==> src/rtl/synth_note_sequencer.sv <==
// synth_note_sequencer: plays a programmable step table as one-hot note selects
// for the sine-wave synth, with a one-cycle release gap between steps so the
// synth's rising-edge note detection retriggers (even on repeated notes).
// Optional feature macro: SEQ_LEGATO_EN -- when defined, legato=1 skips the gap
// if the next step is a played note different from the one currently sounding.
module synth_note_sequencer #(
  parameter int STEPS    = 16,
  parameter int ADDR_W   = 4,
  parameter int BEAT_DIV = 6250000
) (
  input  logic              clk,
  input  logic              rst,
  input  logic              wr_en,
  input  logic [ADDR_W-1:0] wr_addr,
  input  logic [7:0]        wr_data,
  input  logic [ADDR_W-1:0] last_step,
  input  logic              loop_en,
  input  logic              start,
  input  logic              stop,
  input  logic              legato,
  output logic [7:0]        note_out,
  output logic              busy,
  output logic [ADDR_W-1:0] step_idx,
  output logic              step_strobe,
  output logic              done
);

  localparam int BW = $clog2(BEAT_DIV);
  localparam logic [BW-1:0] BEAT_RELOAD = BW'(BEAT_DIV - 1);
  // The step-start cycle (GAP) is itself the first tick of the first beat, so
  // the counter leaves it already one count down.
  localparam logic [BW-1:0] BEAT_FIRST  = BW'(BEAT_DIV - 2);

  typedef enum logic [1:0] {S_IDLE, S_GAP, S_PLAY} state_t;

  state_t            state_q, state_d;
  logic [ADDR_W-1:0] step_idx_q, step_idx_d;
  logic [BW-1:0]     beat_q, beat_d;
  logic [3:0]        dur_q, dur_d;
  logic [7:0]        note_q, note_d;
  logic              busy_q, busy_d;
  logic              strobe_q, strobe_d;
  logic              done_q, done_d;

  logic [7:0]        table_q [STEPS];
  logic [7:0]        cur_word;
  logic [ADDR_W-1:0] next_idx;
  logic              is_last;
  logic              legato_skip;

  function automatic logic [7:0] word_onehot(input logic [7:0] w);
    return w[7] ? (8'h01 << w[6:4]) : 8'h00;
  endfunction

  // Step table: one register per entry, writable at any time, cleared by reset.
  genvar gi;
  generate
    for (gi = 0; gi < STEPS; gi++) begin : g_table
      always_ff @(posedge clk) begin
        if (rst) begin
          table_q[gi] <= 8'h00;
        end else if (wr_en && (wr_addr == ADDR_W'(gi))) begin
          table_q[gi] <= wr_data;
        end
      end
    end
  endgenerate

  assign cur_word = table_q[step_idx_q];
  assign is_last  = (step_idx_q == last_step);
  // Natural modulo-STEPS wrap also covers last_step moved below step_idx.
  assign next_idx = (is_last && loop_en) ? '0 : step_idx_q + 1'b1;

`ifdef SEQ_LEGATO_EN
  logic [7:0] nxt_word;
  assign nxt_word    = table_q[next_idx];
  assign legato_skip = legato && nxt_word[7] && (word_onehot(nxt_word) != note_q);
`else
  logic unused_legato;
  assign unused_legato = legato;
  assign legato_skip   = 1'b0;
`endif

  // Next-state and registered-output logic for the IDLE/GAP/PLAY sequencer.
  always_comb begin
    state_d    = state_q;
    step_idx_d = step_idx_q;
    beat_d     = beat_q;
    dur_d      = dur_q;
    note_d     = note_q;
    strobe_d   = 1'b0;
    done_d     = 1'b0;
    case (state_q)
      S_IDLE: begin
        note_d = 8'h00;
        if (start && !stop) begin
          state_d    = S_GAP;
          step_idx_d = '0;
          strobe_d   = 1'b1;
        end
      end
      S_GAP: begin
        if (stop) begin
          state_d = S_IDLE;
          note_d  = 8'h00;
        end else begin
          state_d = S_PLAY;
          note_d  = word_onehot(cur_word);
          beat_d  = BEAT_FIRST;
          dur_d   = cur_word[3:0];
        end
      end
      S_PLAY: begin
        if (stop) begin
          state_d = S_IDLE;
          note_d  = 8'h00;
        end else if (beat_q != '0) begin
          beat_d = beat_q - 1'b1;
        end else if (dur_q != 4'd0) begin
          beat_d = BEAT_RELOAD;
          dur_d  = dur_q - 4'd1;
        end else if (is_last && !loop_en) begin
          state_d = S_IDLE;
          note_d  = 8'h00;
          done_d  = 1'b1;
        end else begin
          step_idx_d = next_idx;
          strobe_d   = 1'b1;
`ifdef SEQ_LEGATO_EN
          if (legato_skip) begin
            // The new step starts in PLAY, so its first cycle holds a full beat count.
            note_d = word_onehot(nxt_word);
            beat_d = BEAT_RELOAD;
            dur_d  = nxt_word[3:0];
          end else begin
            state_d = S_GAP;
            note_d  = 8'h00;
          end
`else
          state_d = S_GAP;
          note_d  = 8'h00;
`endif
        end
      end
      default: begin
        state_d = S_IDLE;
        note_d  = 8'h00;
      end
    endcase
    busy_d = (state_d != S_IDLE);
  end

  // State and output registers with synchronous reset.
  always_ff @(posedge clk) begin
    if (rst) begin
      state_q    <= S_IDLE;
      step_idx_q <= '0;
      beat_q     <= '0;
      dur_q      <= 4'd0;
      note_q     <= 8'h00;
      busy_q     <= 1'b0;
      strobe_q   <= 1'b0;
      done_q     <= 1'b0;
    end else begin
      state_q    <= state_d;
      step_idx_q <= step_idx_d;
      beat_q     <= beat_d;
      dur_q      <= dur_d;
      note_q     <= note_d;
      busy_q     <= busy_d;
      strobe_q   <= strobe_d;
      done_q     <= done_d;
    end
  end

  assign note_out    = note_q;
  assign busy        = busy_q;
  assign step_idx    = step_idx_q;
  assign step_strobe = strobe_q;
  assign done        = done_q;

endmodule

==> config.mk <==
export PLATFORM = sky130hd
export DESIGN_NAME = synth_note_sequencer
export DESIGN_NICKNAME = d
export VERILOG_FILES = /design/src/rtl/synth_note_sequencer.sv
export SDC_FILE = /design/constraint.sdc
export NUM_CORES = 1
export LEC_CHECK = 0
export CAP_MARGIN = 20
export CORE_MARGIN = 1.5
export CORE_UTILIZATION = 42
export DETAILED_ROUTE_END_ITERATION = 8
export PLACE_DENSITY_LB_ADDON = 0.12
export SLEW_MARGIN = 15
export SYNTH_ARGS = -nofsm -noshare
export SYNTH_HDL_FRONTEND = slang
export SYNTH_SLANG_ARGS = --single-unit
==> constraint.sdc <==
create_clock -name clk -period 6.97 [get_ports clk]
set_clock_uncertainty 0.2 [all_clocks]
set_input_delay 1.394 -clock clk [delete_from_list [all_inputs] [get_ports clk]]
set_output_delay 1.394 -clock clk [all_outputs]
set_load 0.005 [all_outputs]
* Word level (Yosys, flattened, before mapping) *
Memories as Yosys holds them, arrays and structs flattened. A register that Yosys moved wholly into a read port is not among the register bits.
Index checks and enable logic that the tools add are counted.

cells by class
  $add $sub $neg = 3
  equality and inequality tests = 28
  shifts and indexed selects = 1
  muxes and demuxes = 105
  bitwise operators = 17
  reductions and logical operators = 33

operator list
  cell                     count
  $mux W8                  21
  $mux W23                 4
  $mux W1                  57
  $mux W4                  12
  $pmux W23 S2             1
  $eq A4 B4 Y1 const B     8
  $reduce_bool A23 Y1      1
  $sub A23 B1 Y23 const B  1
  $logic_and A1 B1 Y1      19
  $eq A4 B3 Y1 const B     4
  $or A1 B1 Y1             16
  $pmux W4 S2              2
  $pmux W8 S2              1
  $ne A2 B2 Y1 const B     7
  $mux W2                  5
  $ne A3 B3 Y1 const B     3
  $eq A4 B2 Y1 const B     2
  $shl A1 B3 Y8 const A    1
  $pmux W2 S3              1
  $reduce_and A6 Y1        1
  $reduce_bool A2 Y1       3
  $reduce_and A5 Y1        1
  $reduce_or A5 Y1         1
  $add A4 B1 Y4 const B    1
  other kinds (13)         14

storage, ports and cells
  bits in registers = 44
  memory bits (writable) = 128
  input bits = 23
  output and inout port bits = 15
  logic and storage cells = 196
  memories = 1

memory list
  name     depth  bits a word  read ports  clocked after Yosys merged registers in  write ports  RTL line  source
  table_q  16     8            1           1                                        16           45        logic [7:0] table_q [STEPS];

* Depth between registers and ports, before layout *
  depth in word-level cells = 10
  mapped depth = 10
  gate-level depth less buffers = 8

* Least setup slack after synthesis *
OpenSTA, ideal clock, no wires.

  kind = input to register
  start = input port stop
  end = register beat_q[22]
  setup time = 0.133 ns
  arrival time = 2.785 ns
  data required time = 6.637 ns
  setup slack = 3.853 ns
  stages on the path = 6
  buffers on the path = 0
  path through = nor3b_1 > nor2_1 > a2111o_1 > nor3b_1 > xnor2_1 > a21oi_1

on the way
  cells in the longest elaborated chain, start to end = 2
  elaborated cells on any way between the ends = 3
  those cells by class = eq/ne: 2; reduce/logical: 1

ends and longest elaborated chain
  element                          RTL line  source
  from (decl)                      19        input logic stop,
  $ne A2 B2 Y1 (no line)           -
  $reduce_and A4 Y1 (no line) (*)  -
  to (signal assigned)             167       beat_q <= beat_d;
  to (decl)                        38        logic [BW-1:0] beat_q, beat_d;

Mark *: on every way between the ends. The rest lies on a longest branch, timed or not.
A chain may end at the register's enable or synchronous reset.

* Worst setup path in the final report *
  start = input port stop
  end = register beat_q[20]

The elaborated chain is that of the path after synthesis.

==> results.ini <==
[floorplan]
num_rows = 51
start_util_pct = 42.67
core_mm2 = 0.01940
die_area_mm2 = 0.02056
io_pins = 38
die_y_um = 143.4
die_x_um = 143.4

[worst_setup_path]
cp_slowest_cell = nor3b_1
max_stage_delay_ns = 0.66
crit_chain = clkdlybuf4s50_1 > nor3b_1 > nor2_1 > a2111o_1 > nor4_1 > xnor2_1 > a21oi_1
cp_max_fo = 6
cp-end-kind = flop
critPathArrivalTime_ns = 3.85
cp_top_family = simple AND/OR/NAND/NOR gates
start_kind = primary input
path_buf_inv = 1
worstPathRequired_ns = 7.04
crit_type = primary input to flop

[power]
p_leak_nw = 3.157
power_frac_seq_pct = 51.8
peakVddDrop_mv = 0.1391
pwr-share-clk_pct = 39.7
swShare_pct = 24.26
combPwrFrac_pct = 8.4
p_int_mw = 1.752
switching_power_mw = 0.5610
p_per_area_mw_per_mm2 = 245.6

[global_routing]
grt_pass1_vias = 5424
grt_pass1_wl_um = 30480
track_usage_pct = 20.06
grt_overflow = 0
antenna_found_initial = 0
grt_max_degree = 58

[clock_network]
clockBufferDepth = 2
ctsResizeCount = 0
cts-root-buf = clkbuf_16
post_cts_buffers = 0
cts_htree_levels = 4
cts_buffers = 17
path_clk_slew_ns = 0.06
cts_tree = yes
cts.sinks = 176
worstSkewPairLatency_ns = 0.43
postCtsHoldBufs = 0

[synth]
ys_ff_latch = 176
ys_warn_count = 0
yosys_most_used_dff = edfxtp_1
async_reset_ff_share_pct = 0
synth_edf_count = 128
syn-cell-area_mm2 = 0.008277
syn_area_per_cell_um2 = 12.64
syn_nets = 682
synth.distinct_cells = 62
synth-seq-area-share_pct = 58.05
postSynthCellCount = 655

[detailed_routing]
drt-initial-drc-count = 324
drt_first_pass_iters = 5
wire_per_inst_um = 20.34
drtAntennaViolNets = 0
routed_wl_um = 19470
drc = 0
vias_per_cell = 5.466
vias = 5231

[run]
drv_cap = 0

[place]
dp_slack_ns = 2.628
dp_hpwl_um = 12960
place.gp.congestion = 0.7972
port_buffers = 36

[sta]
worst_slew_pin_slew_ns = 1.042
slew_viol_final = 0
fin_ws_ns = 3.191
rsz0062_at_grt = no
setup_violations = 0
min_period_ns = 3.779
hold_violations = 0
slew_headroom_pct = 29.97
fmax_mhz = 264.6
period_share_pct = 54.23
timing.setup.tns_ns = 0

[min_path]
min_path_type = flop to flop

[layout]
antenna_cells = 0
nNetsFinal = 706
area_growth_pct = 13.77
drive_gt1_share_pct = 11.42

[status]
outcome = finished, final reports clean

==> state kept, by name, summed over array words and instances, names as in the netlist, named ones only <==
register / flops
table_q: 128
beat_q: 23
note_out: 8
dur_q: 4
step_idx: 4
state_q: 2
busy: 1
done: 1
step_strobe: 1
==> metal layers <==
metal / track usage [%] / part of all wire [%] / vias to the layer above / wire length (um)
li1: - / - / 2488 / -
met1: 25.41 / 44 / 2642 / 8471
met2: 35.65 / 53 / 95 / 10220
met3: 3.665 / 3.2 / 6 / 631
met4: 4.619 / 0.73 / 0 / 142
met5: 0 / 0 / - / 0
==> cells in the mapped netlist (2+ instances only) <==
master | number | area share (%)
a311oi_1 | 6 | 0.63
inv_1 | 14 | 0.63
edfxtp_1 | 128 | 46
or3_1 | 5 | 0.38
o21bai_1 | 12 | 1.1
nor4_1 | 3 | 0.23
and2_1 | 129 | 9.8
buf_2 | 8 | 0.48
xnor2_1 | 13 | 1.4
clkbuf_1 | 24 | 1.1
buf_1 | 3 | 0.14
a2111oi_0 | 4 | 0.42
a211oi_1 | 4 | 0.36
o21ai_0 | 7 | 0.42
o31ai_1 | 6 | 0.54
nor3_1 | 16 | 0.97
a32o_1 | 4 | 0.48
nand3_1 | 7 | 0.42
ha_1 | 4 | 0.60
nand2b_1 | 8 | 0.60
dfxtp_1 | 48 | 12
nor2_1 | 31 | 1.4
o41ai_1 | 2 | 0.21
mux4_2 | 29 | 7.9
xor2_1 | 4 | 0.42
or4_1 | 5 | 0.45
a21oi_1 | 27 | 1.6
or2_2 | 2 | 0.15
a22o_1 | 4 | 0.42
nor3b_1 | 7 | 0.63
nand4_1 | 4 | 0.30
nand2_1 | 21 | 0.95
a31oi_1 | 5 | 0.38
a2111o_1 | 2 | 0.27
mux2_2 | 4 | 0.54
mux2i_1 | 13 | 1.6
o22ai_1 | 2 | 0.15
nand3b_1 | 6 | 0.54
nor2b_1 | 9 | 0.68
a21o_1 | 3 | 0.27
==> worst reg2reg max path, stage by stage, from the launching register on <==
cell	delay [ns]
dfxtp_2	0.94
mux2_2	0.33
nor3b_1	0.05
a311oi_1	0.38
nand4_1	0.28
o22ai_1	0.44
a32o_1	0.21
==> worst paths after layout <==
| path | endpoint | startpoint | cells past startpoint | slack, ns |
|---|---|---|---|---|
| setup / recovery | beat_q[20] | stop | 7 | 3.19 |
| hold / removal | note_out[7] | note_out[7] | 1 | 0.26 |
| setup reg to reg | note_out[6] | flop | 6 | 4.09 |
| hold reg to reg | note_out[7] | note_out[7] | 1 | 0.26 |
==> cell families (layout without fill, tap and decap cells) <==
group / Yosys count / in the layout / synth area share [%]
adders and majority gates: 4 / 4 / 0.6047
and+or+nand+nor: 264 / 264 / 18.82
xor gates and xnor gates: 17 / 17 / 1.799
muxes: 46 / 46 / 10.01
DFF: 176 / 176 / 58.05
AOI/OAI and AO/OA: 99 / 99 / 8.375
buffers and inverters: 49 / 86 / 2.343
==> placed cells by master (no fill, tap or decap), types with 4 or more instances in the layout <==
master / count
a22o_1: 4
xor2_1: 4
o21ai_0: 7
or3_1: 5
ha_1: 4
buf_4: 4
edfxtp_1: 128
a21oi_1: 27
nand2b_1: 8
nand3b_1: 6
nor2b_1: 9
inv_1: 14
dfxtp_1: 46
nand4_1: 4
and2_1: 129
inv_6: 4
clkbuf_16: 17
nor3_1: 16
o31ai_1: 6
mux2i_1: 13
a31oi_1: 5
a2111oi_0: 4
nand3_1: 7
mux2_2: 4
a311oi_1: 6
nor2_1: 31
nand2_1: 21
o21bai_1: 12
mux4_2: 29
a211oi_1: 4
clkdlybuf4s50_1: 35
a32o_1: 4
xnor2_1: 13
or4_1: 5
nor3b_1: 7
==> through the flow <==
step                std cells  total power, mW  hold WS (ns)  utilization [%]  area (um2)
finish                    957            2.313        0.2647            48.54        9417
global route              957            2.393        0.2892            48.54        9417
CTS                       956            2.331        0.2694            48.50        9409
detailed placement        924            1.419        0.2537            45.61        8847
global placement          924            1.411        0.2587            45.61        8847
floorplan                 655            1.345        0.2479                -        8277
==> power by group through the flow <==
stage	Clock, mW	Combinational (mW)	Sequential [mW]
6_report	0.918	0.195	1.20
5_1_grt	0.975	0.214	1.20
4_1_cts	0.934	0.198	1.20
3_5_place_dp	0	0.196	1.22
3_3_place_gp	0	0.191	1.22
2_1_floorplan	0	0.132	1.21
==> final cells by class <==
class	instances	area [um2]
Timing Repair Buffer	40	385.4
Multi-Input combinational cell	430	3278
Clock inverter	13	128.9
Fill cell	1752	9982
Inverter	14	52.55
Tap cell	265	331.6
Sequential cell	176	4807
Clock buffer	19	432.9
(Power assumes the default switching activity.)
